==> config.mk <==
export PLATFORM = sky130hd
export DESIGN_NAME = cordic_sincos
export DESIGN_NICKNAME = d
export VERILOG_FILES = /design/src/rtl/cordic_sincos.sv
export SDC_FILE = /design/constraint.sdc
export NUM_CORES = 1
export LEC_CHECK = 0
export CAP_MARGIN = 20
export CORE_AREA = 3 3 224 204
export CTS_BUF_LIST = sky130_fd_sc_hd__clkbuf_8
export DETAILED_ROUTE_END_ITERATION = 8
export DIE_AREA = 0 0 227 207
export MAX_ROUTING_LAYER = met4
export SKIP_LAST_GASP = 1
export SYNTH_ARGS = -nofsm -noshare
export SYNTH_HDL_FRONTEND = slang
export SYNTH_SLANG_ARGS = --single-unit
==> constraint.sdc <==
create_clock -name clk -period 9.8 [get_ports clk]
set_clock_uncertainty 0.1 [all_clocks]
set_input_delay 1.96 -clock clk [delete_from_list [all_inputs] [get_ports clk]]
set_output_delay 1.96 -clock clk [all_outputs]
set_load 0.02 [all_outputs]
==> src/rtl/cordic_sincos.sv <==
// Iterative rotation-mode CORDIC sine/cosine with full-circle quadrant folding and valid/ready handshakes.
// Optional CORDIC_GAIN_COMP_EN: start vector pre-scaled by 1/K so results have unit magnitude.
module cordic_sincos #(
  parameter int WIDTH = 16,
  parameter int ITER  = 14
) (
  input  logic             clk,
  input  logic             rst,
  input  logic             in_valid,
  output logic             in_ready,
  input  logic [WIDTH-1:0] in_angle,
  output logic             out_valid,
  input  logic             out_ready,
  output logic [WIDTH-1:0] out_sin,
  output logic [WIDTH-1:0] out_cos
);

  // Fractional guard bits below the output LSB keep shift/table rounding inside the accuracy budget.
  localparam int  GUARD = 6;
  localparam int  DW    = WIDTH + 2 + GUARD;
  localparam int  CW    = $clog2(ITER + 1);
  localparam real PI    = 3.14159265358979323846;
`ifdef CORDIC_GAIN_COMP_EN
  localparam int X0_BASE = $rtoi(0.6072529350 * (2.0 ** (WIDTH - 2)) + 0.5);
`else
  localparam int X0_BASE = 32'sd1 <<< (WIDTH - 2);
`endif
  localparam logic signed [DW-1:0] X0     = DW'(longint'(X0_BASE) <<< GUARD);
  localparam logic signed [DW-1:0] HALF   = DW'(64'sd1 <<< (GUARD - 1));
  localparam logic signed [DW-1:0] SAT_HI = DW'((64'sd1 <<< (WIDTH - 1)) - 64'sd1);
  localparam logic signed [DW-1:0] SAT_LO = ~SAT_HI;

  typedef enum logic [1:0] {IDLE = 2'd0, ROTATE = 2'd1, DONE = 2'd2} state_e;

  function automatic logic signed [DW-1:0] atan_entry(input int k);
    real a;
    a = $atan(1.0 / (2.0 ** k)) / (2.0 * PI) * (2.0 ** (WIDTH + GUARD));
    return DW'(longint'(a));
  endfunction

  function automatic logic [WIDTH-1:0] sat_round(input logic signed [DW-1:0] v);
    logic signed [DW-1:0] r;
    r = (v + HALF) >>> GUARD;
    if (r > SAT_HI) begin
      return {1'b0, {(WIDTH-1){1'b1}}};
    end else if (r < SAT_LO) begin
      return {1'b1, {(WIDTH-1){1'b0}}};
    end else begin
      return r[WIDTH-1:0];
    end
  endfunction

  logic signed [DW-1:0] atan_s [2**CW];
  for (genvar k = 0; k < 2**CW; k++) begin : g_atan
    if (k < ITER) begin : g_val
      assign atan_s[k] = atan_entry(k);
    end else begin : g_zero
      assign atan_s[k] = '0;
    end
  end

  state_e               state_q, state_d;
  logic signed [DW-1:0] x_q, x_d, y_q, y_d, z_q, z_d;
  logic signed [DW-1:0] x_rot_s, y_rot_s, z_rot_s;
  logic [CW-1:0]        iter_q, iter_d;
  logic [1:0]           quad_q, quad_d;
  logic [WIDTH-1:0]     sin_q, sin_d, cos_q, cos_d;
  logic                 in_ready_q, out_valid_q;

  // One micro-rotation toward z = 0.
  always_comb begin
    if (!z_q[DW-1]) begin
      x_rot_s = x_q - (y_q >>> iter_q);
      y_rot_s = y_q + (x_q >>> iter_q);
      z_rot_s = z_q - atan_s[iter_q];
    end else begin
      x_rot_s = x_q + (y_q >>> iter_q);
      y_rot_s = y_q - (x_q >>> iter_q);
      z_rot_s = z_q + atan_s[iter_q];
    end
  end

  // Next-state and datapath control.
  always_comb begin
    state_d = state_q;
    x_d     = x_q;
    y_d     = y_q;
    z_d     = z_q;
    iter_d  = iter_q;
    quad_d  = quad_q;
    sin_d   = sin_q;
    cos_d   = cos_q;
    case (state_q)
      IDLE: begin
        if (in_valid) begin
          quad_d  = in_angle[WIDTH-1:WIDTH-2];
          z_d     = {2'b00, in_angle[WIDTH-3:0], {GUARD{1'b0}}};
          x_d     = X0;
          y_d     = '0;
          iter_d  = '0;
          state_d = ROTATE;
        end else begin
          state_d = IDLE;
        end
      end
      ROTATE: begin
        x_d    = x_rot_s;
        y_d    = y_rot_s;
        z_d    = z_rot_s;
        iter_d = iter_q + CW'(1);
        if (iter_q == CW'(ITER - 1)) begin
          state_d = DONE;
          // Fold the first-quadrant result back onto the full circle.
          case (quad_q)
            2'd0: begin sin_d = sat_round(y_rot_s);  cos_d = sat_round(x_rot_s);  end
            2'd1: begin sin_d = sat_round(x_rot_s);  cos_d = sat_round(-y_rot_s); end
            2'd2: begin sin_d = sat_round(-y_rot_s); cos_d = sat_round(-x_rot_s); end
            default: begin sin_d = sat_round(-x_rot_s); cos_d = sat_round(y_rot_s); end
          endcase
        end else begin
          state_d = ROTATE;
        end
      end
      DONE: begin
        if (out_ready) begin
          state_d = IDLE;
        end else begin
          state_d = DONE;
        end
      end
      default: state_d = IDLE;
    endcase
  end

  // State, datapath and registered handshake outputs.
  always_ff @(posedge clk or posedge rst) begin
    if (rst) begin
      state_q     <= IDLE;
      x_q         <= '0;
      y_q         <= '0;
      z_q         <= '0;
      iter_q      <= '0;
      quad_q      <= 2'd0;
      sin_q       <= '0;
      cos_q       <= '0;
      in_ready_q  <= 1'b1;
      out_valid_q <= 1'b0;
    end else begin
      state_q     <= state_d;
      x_q         <= x_d;
      y_q         <= y_d;
      z_q         <= z_d;
      iter_q      <= iter_d;
      quad_q      <= quad_d;
      sin_q       <= sin_d;
      cos_q       <= cos_d;
      in_ready_q  <= (state_d == IDLE);
      out_valid_q <= (state_d == DONE);
    end
  end

  assign in_ready  = in_ready_q;
  assign out_valid = out_valid_q;
  assign out_sin   = sin_q;
  assign out_cos   = cos_q;

endmodule

==> After elaboration in Yosys (flattened, before gate mapping) <==
Memory sizes are Yosys's and may differ from the RTL's.
Cells that the tools add are included.
{ "totals": {"mem_count": 1, "ramBits": 0, "rom_bits": 384, "inputBits": 20, "latchBits": 0, "word_cells": 77, "output_inout_bits": 34, "regBits": 114} }
{ "mem_list": {"columns": ["name", "words", "width", "read_ports", "rd_clocked_by_memory_dff", "wr", "line_no", "rtl"], "rows": [
  ["(no name shown)", 16, 24, 1, 0, 0, "79", "z_rot_s = z_q + atan_s[iter_q];"]
]} }
{ "classes": {"n_eq_ne": 7, "bitwise": 1, "shift": 2, "order_cmp": 9, "div": 0, "n_mul": 0, "addsub": 13, "n_reduce_logical": 7, "mux": 27} }
{ "op_table": {"columns": ["cell", "count"], "rows": [
  ["24-bit two-way mux", 8],
  ["24-bit case mux with 2 select lines", 3],
  ["16-bit two-way mux", 8],
  ["24-bit by 7-bit adder with 24-bit output, second input constant", 4],
  ["16-bit case mux with 3 select lines", 2],
  ["24-bit adder", 3],
  ["18-bit by 16-bit greater-than comparator with 1-bit output, second input constant", 4],
  ["18-bit by 16-bit < comparator with 1-bit output, second input constant", 4],
  ["24-bit subtractor", 3],
  ["24-bit negator", 2],
  ["24-bit by 4-bit >>> shifter with 24-bit output", 2],
  ["4-bit case mux with 2 select lines", 1],
  ["2-bit equality test, second input constant", 3],
  ["2-bit zero test", 3],
  ["2-bit case mux with 3 select lines", 1],
  ["2-bit AND reduction", 3],
  ["5-bit greater-or-equal comparator, second input constant", 1],
  ["4-bit NOT with 5-bit output", 1],
  ["4-bit by 1-bit adder with 4-bit output, second input constant", 1],
  ["2-bit by 1-bit equality test with 1-bit output, second input constant", 2],
  ["4-bit equality test, second input constant", 1],
  ["2-bit two-way mux", 2],
  ["4-bit two-way mux", 1],
  ["2-bit != test, second input constant", 1],
  ["2 further kinds", 2]
]} }

==> Logic depth before layout (Yosys ltp) <==
{ "depth": {"word_depth": 9, "depth_mapped": 32, "depth_no_buf": 26} }

==> Least setup slack after synthesis <==
Ideal clock, no wire load.
{ "synth_timing": {"path_kind": "register to register", "from": "register iter_q[1]", "to": "register sin_q[2] (netlist: out_sin[2])", "path_buffers": 8, "setup_time_ps": 104, "required_time_ps": 9596, "period_less_slack_ps": 6919, "stages_incl_launch_ff": 31, "t_arrival_ps": 6716, "setup_slack_ps": 2881, "path_cell_list": "dfrtp_1 > buf_6 > buf_6 > buf_8 > buf_4 > buf_4 > a221o_1 > a221o_1 > a211oi_1 > or2_2 > and2_1 > nand2_1 > nor4_1 > a21oi_1 > xor2_1 > ha_1 > clkbuf_1 > nand4_1 > nor2_1 > nand3_1 > o2111a_1 > or4_1 > clkbuf_1 > o31a_1 > a2111oi_4 > mux2_2 > o21ai_1 > buf_2 > o21ai_0 > a22o_1 > o41ai_2"} }
{ "synth_between": {"elab_chain_len": 9, "word_cells_on_any_way": 33, "cone_classes": "add/sub (10); order compare (8); eq/ne (1); shift (2); mux (11); reduce/logical (1)"} }
{ "synth_rtl": {"columns": ["element", "line_no", "rtl"], "rows": [
  ["start: declaration", "65", "logic [CW-1:0] iter_q, iter_d;"],
  ["start signal: assignment", "153", "iter_q <= iter_d;"],
  ["24-bit by 4-bit >>> shifter with 24-bit output (on tied branches)", null, null],
  ["24-bit subtractor (tied with other cells)", "73", "x_rot_s = x_q - (y_q >>> iter_q);"],
  ["24-bit two-way mux", "72", "if (!z_q[DW-1]) begin"],
  ["24-bit negator (on tied branches)", "118, 117", null],
  ["24-bit by 7-bit adder with 24-bit output", "43", "r = (v + HALF) >>> GUARD;"],
  ["18-bit by 16-bit < comparator with 1-bit output", "46", "end else if (r < SAT_LO) begin"],
  ["16-bit two-way mux", "46", null],
  ["16-bit two-way mux", null, null],
  ["16-bit case mux with 3 select lines", "114", "case (quad_q)"],
  ["end signal: assignment", "155", "sin_q <= sin_d;"],
  ["end: declaration", "67", "logic [WIDTH-1:0] sin_q, sin_d, cos_q, cos_d;"]
]} }
Parallel ways exist; a longest one is shown, timed or not.
A chain may end at the register's enable or synchronous reset.

==> Final worst setup path <==
{ "layout_timing": {"from": "register iter_q[1]", "to": "register cos_q[14] (netlist: out_cos[14])"} }
{ "layout_between": {"elab_chain_len": 9, "word_cells_on_any_way": 33, "cone_classes": "add/sub (10); order compare (8); eq/ne (1); shift (2); mux (11); reduce/logical (1)"} }
{ "layout_rtl": {"columns": ["element", "line_no", "rtl"], "rows": [
  ["24-bit by 4-bit >>> shifter with 24-bit output (on tied branches)", null, null],
  ["24-bit subtractor (tied with other cells)", "73", null],
  ["24-bit two-way mux", "72", null],
  ["24-bit negator (on tied branches)", "117, 116", null],
  ["24-bit by 7-bit adder with 24-bit output", "43", null],
  ["18-bit by 16-bit < comparator with 1-bit output", "46", null],
  ["16-bit two-way mux", "46", null],
  ["16-bit two-way mux", "44", "if (r > SAT_HI) begin"],
  ["16-bit case mux with 3 select lines", "114", null],
  ["end signal: assignment", "156", "cos_q <= cos_d;"],
  ["end: declaration", "67", null]
]} }
Parallel ways exist; a longest one is shown, timed or not.

==> impl_metrics.tcl <==
set metrics [dict create \
    nets 2112 \
    avgSynthCellArea_um2 7.93 \
    period_share_pct 88.1 \
    synth_seq_cells 114 \
    fillers 4456 \
    rrSetupSlack_ns 1.17 \
    cts.htree.levels 4 \
    routed_via_density 6.35 \
    die_h_um 207 \
    dieWidth_um 227 \
    postCtsSetupBuffers 0 \
    drtIter0Drc 2174 \
    synth_area_um2 16100 \
    rsz0062_at_grt "false" \
    critPathLaunchType "register" \
    drv_slew 0 \
    synth-edff-count 0 \
    wl_mm 60.3 \
    clockBufferDepth 2 \
    synth_flop_cell "dfrtp_1" \
    hold_class "reg -> reg" \
    cp-end-kind "register" \
    clock_latency_ns 0.50 \
    yosysUniqueCellTypes 120 \
    clk_pin_slew_ns 0.07 \
    relSlewSlack_pct 17.7 \
    core_um2 43800 \
    grt_pass1_wl_mm 93.0 \
    cts_buffers 17 \
    grt_util_met2_pct 37.1 \
    reg2reg_to "out_cos[14]" \
    num_rows 73 \
    final.min_clock_period_ns 8.63 \
    io_pins 54 \
    hold_buffers 0 \
    initial_core_util_pct 36.7 \
    r2r-start "iter_q[1]" \
    hold_viol_final 0 \
    drtAntennaViolNets 0 \
    syn_to_final_growth_pct 8.17 \
    grt_antenna_before_repair 1 \
    hold_depth 2 \
    crit_path_max_fanout 62 \
    postSynthCellCount 2025 \
    grt_pass1_vias 15210 \
    cts_root_buffer "clkbuf_8" \
    layout-drive-gt1-share_pct 10.3 \
    use_met1_pct 38.7 \
    grt_max_degree 63 \
    synth_nets 2131 \
    grt_most_used_layer "met1" \
    worst_hold_path.endpoint "z_q[5]" \
    grtUsageMet3_pct 3.81 \
    cts.sinks 114 \
    max_freq_mhz 116 \
    setup_violations 0 \
    reg2regPathDepth 24 \
    io_buffers 53 \
    cp.required_ns 10.05 \
    worst-setup-path-type "reg -> reg" \
    outcome "completed" \
    drt-pass1-iter-count 7 \
    hp-start "z_q[5]" \
    tightest_slew_ns 1.22 \
    post_cts_resized 0 \
    fin_tns_setup_ns 0 \
    fin_area_um2 17400 \
    place_hpwl_mm 46.4 \
    num_vias 16384 \
    ys_warn_count 0 \
    wl_per_cell_um 23.4 \
    max_cap_violations 0 \
    cp.arrival_ns 8.88 \
    gr-usage-all-layers_pct 26.0 \
    overflow 0 \
    cts_tree "yes" \
    postLayoutCoreUtil_pct 39.7 \
    dpl_cell_area_um2 17000 \
    die_area_um2 47000 \
    seq_area_frac_synth_pct 17.8 \
    place.gp.congestion 0.995 \
    drc_errors 0 \
    synthArstFlopShare_pct 100 \
]
## how the worst max path moves through the flow
stage | startpoint | end | slack (ns) | depth (start not counted)
2_1_floorplan | iter_q[1] | out_sin[2] | 2.88 | 30
3_3_place_gp | iter_q[1] | out_cos[14] | 1.44 | 24
3_5_place_dp | iter_q[1] | out_cos[14] | 1.38 | 24
4_1_cts | iter_q[1] | out_cos[14] | 1.34 | 24
5_1_grt | iter_q[1] | out_cos[14] | 0.68 | 25
6_report | iter_q[1] | out_cos[14] | 1.17 | 24
## sequential cells by signal, summed over array words and instances (netlist names)
name and flops:
out_sin 16, state_q 2, iter_q 4, z_q 24
y_q 24, out_valid 1, x_q 24, out_cos 16
quad_q 2, in_ready 1
## cell type report
type	instances	area [um2]	share of cell area (%)
Inverter	62	235	1.35
Sequential cell	114	2860	16.5
Clock inverter	10	135	0.778
Multi-Input combinational cell	1723	12400	71.2
Timing Repair Buffer	88	793	4.57
Antenna cell	1	2.50	0.0144
Tap cell	562	703	4.05
Clock buffer	20	275	1.58
## Yosys cell counts (21+ instances only)
cell type	n	area (um2)
nor2b_1	21	131
mux4_2	39	878
nand3_1	46	230
ha_1	83	1040
and2_1	25	156
a21oi_1	143	716
clkbuf_1	76	285
o211ai_1	23	173
o21ai_0	148	741
nand2_1	197	739
and3_1	34	213
nor4_1	22	138
inv_1	61	229
nor2_1	176	661
a22o_1	22	193
dfrtp_1	113	2830
nand2b_1	26	163
xnor2_1	97	850
mux2i_1	36	360
a31oi_1	32	200
mux2_2	25	282
a21o_1	26	195
nor3_1	56	280
xor2_1	57	499
## stage by stage
step,setup WS (ns),hold WS (ns),std cells
finish,1.17,0.390,2580
global route,0.677,0.412,2580
CTS,1.34,0.394,2579
detailed placement,1.38,0.379,2549
global placement,1.44,0.371,2549
floorplan,2.88,0.355,2025
## kinds of logic after synthesis
kind of cell / count (synthesis) / synth area share [%]
XOR/XNOR: 157 / 8.77
AO/OA/AOI/OAI: 664 / 28.9
AND/OR/NAND/NOR: 709 / 22.2
multiplexers: 107 / 10.2
flip-flops: 114 / 17.8
adder cells (fa/ha/maj): 86 / 6.84
buffers and inverters: 188 / 5.29
## metal layers
layer / routed length (um) / part of all wire, %
met5: 0 / 0
met4: 1160 / 1.9
met1: 28800 / 48
met2: 25700 / 43
met3: 4600 / 7.6
## worst max-delay path: stages (launching register included)
cell      delay, ns
dfrtp_4        0.98
buf_4          0.47
mux4_1         0.67
mux2_2         0.31
o21a_1         0.20
nand2b_1       0.19
nor4b_4        0.30
and2_1         0.21
a21oi_1        0.09
xnor2_1        0.16
ha_1           0.41
a21o_1         0.24
o21ai_1        0.18
nor2b_1        0.29
o22ai_1        0.18
o21a_1         0.25
or4_1          0.40
a31oi_1        0.53
xor2_1         0.54
nor4b_2        0.13
a211oi_2       0.62
buf_4          0.28
nor3_1         0.06
a211oi_1       0.51
o31ai_1        0.15
## cell usage in the layout, fill, tap and decap left out, types with 26 or more instances in the layout
cell type        count
o21ai_0            148
dfrtp_1            108
a31oi_1             32
nand2_1            197
a21o_1              26
mux4_2              39
inv_1               61
a21oi_1            143
and3_1              34
nor3_1              56
clkdlybuf4s50_1     53
buf_4               35
ha_1                83
nand3_1             46
xor2_1              57
nor2_1             175
xnor2_1             97
mux2i_1             36
Power is left out: the tool's default activity adds up to more than one toggle a clock period on the data nets, which glitch-free logic cannot reach.
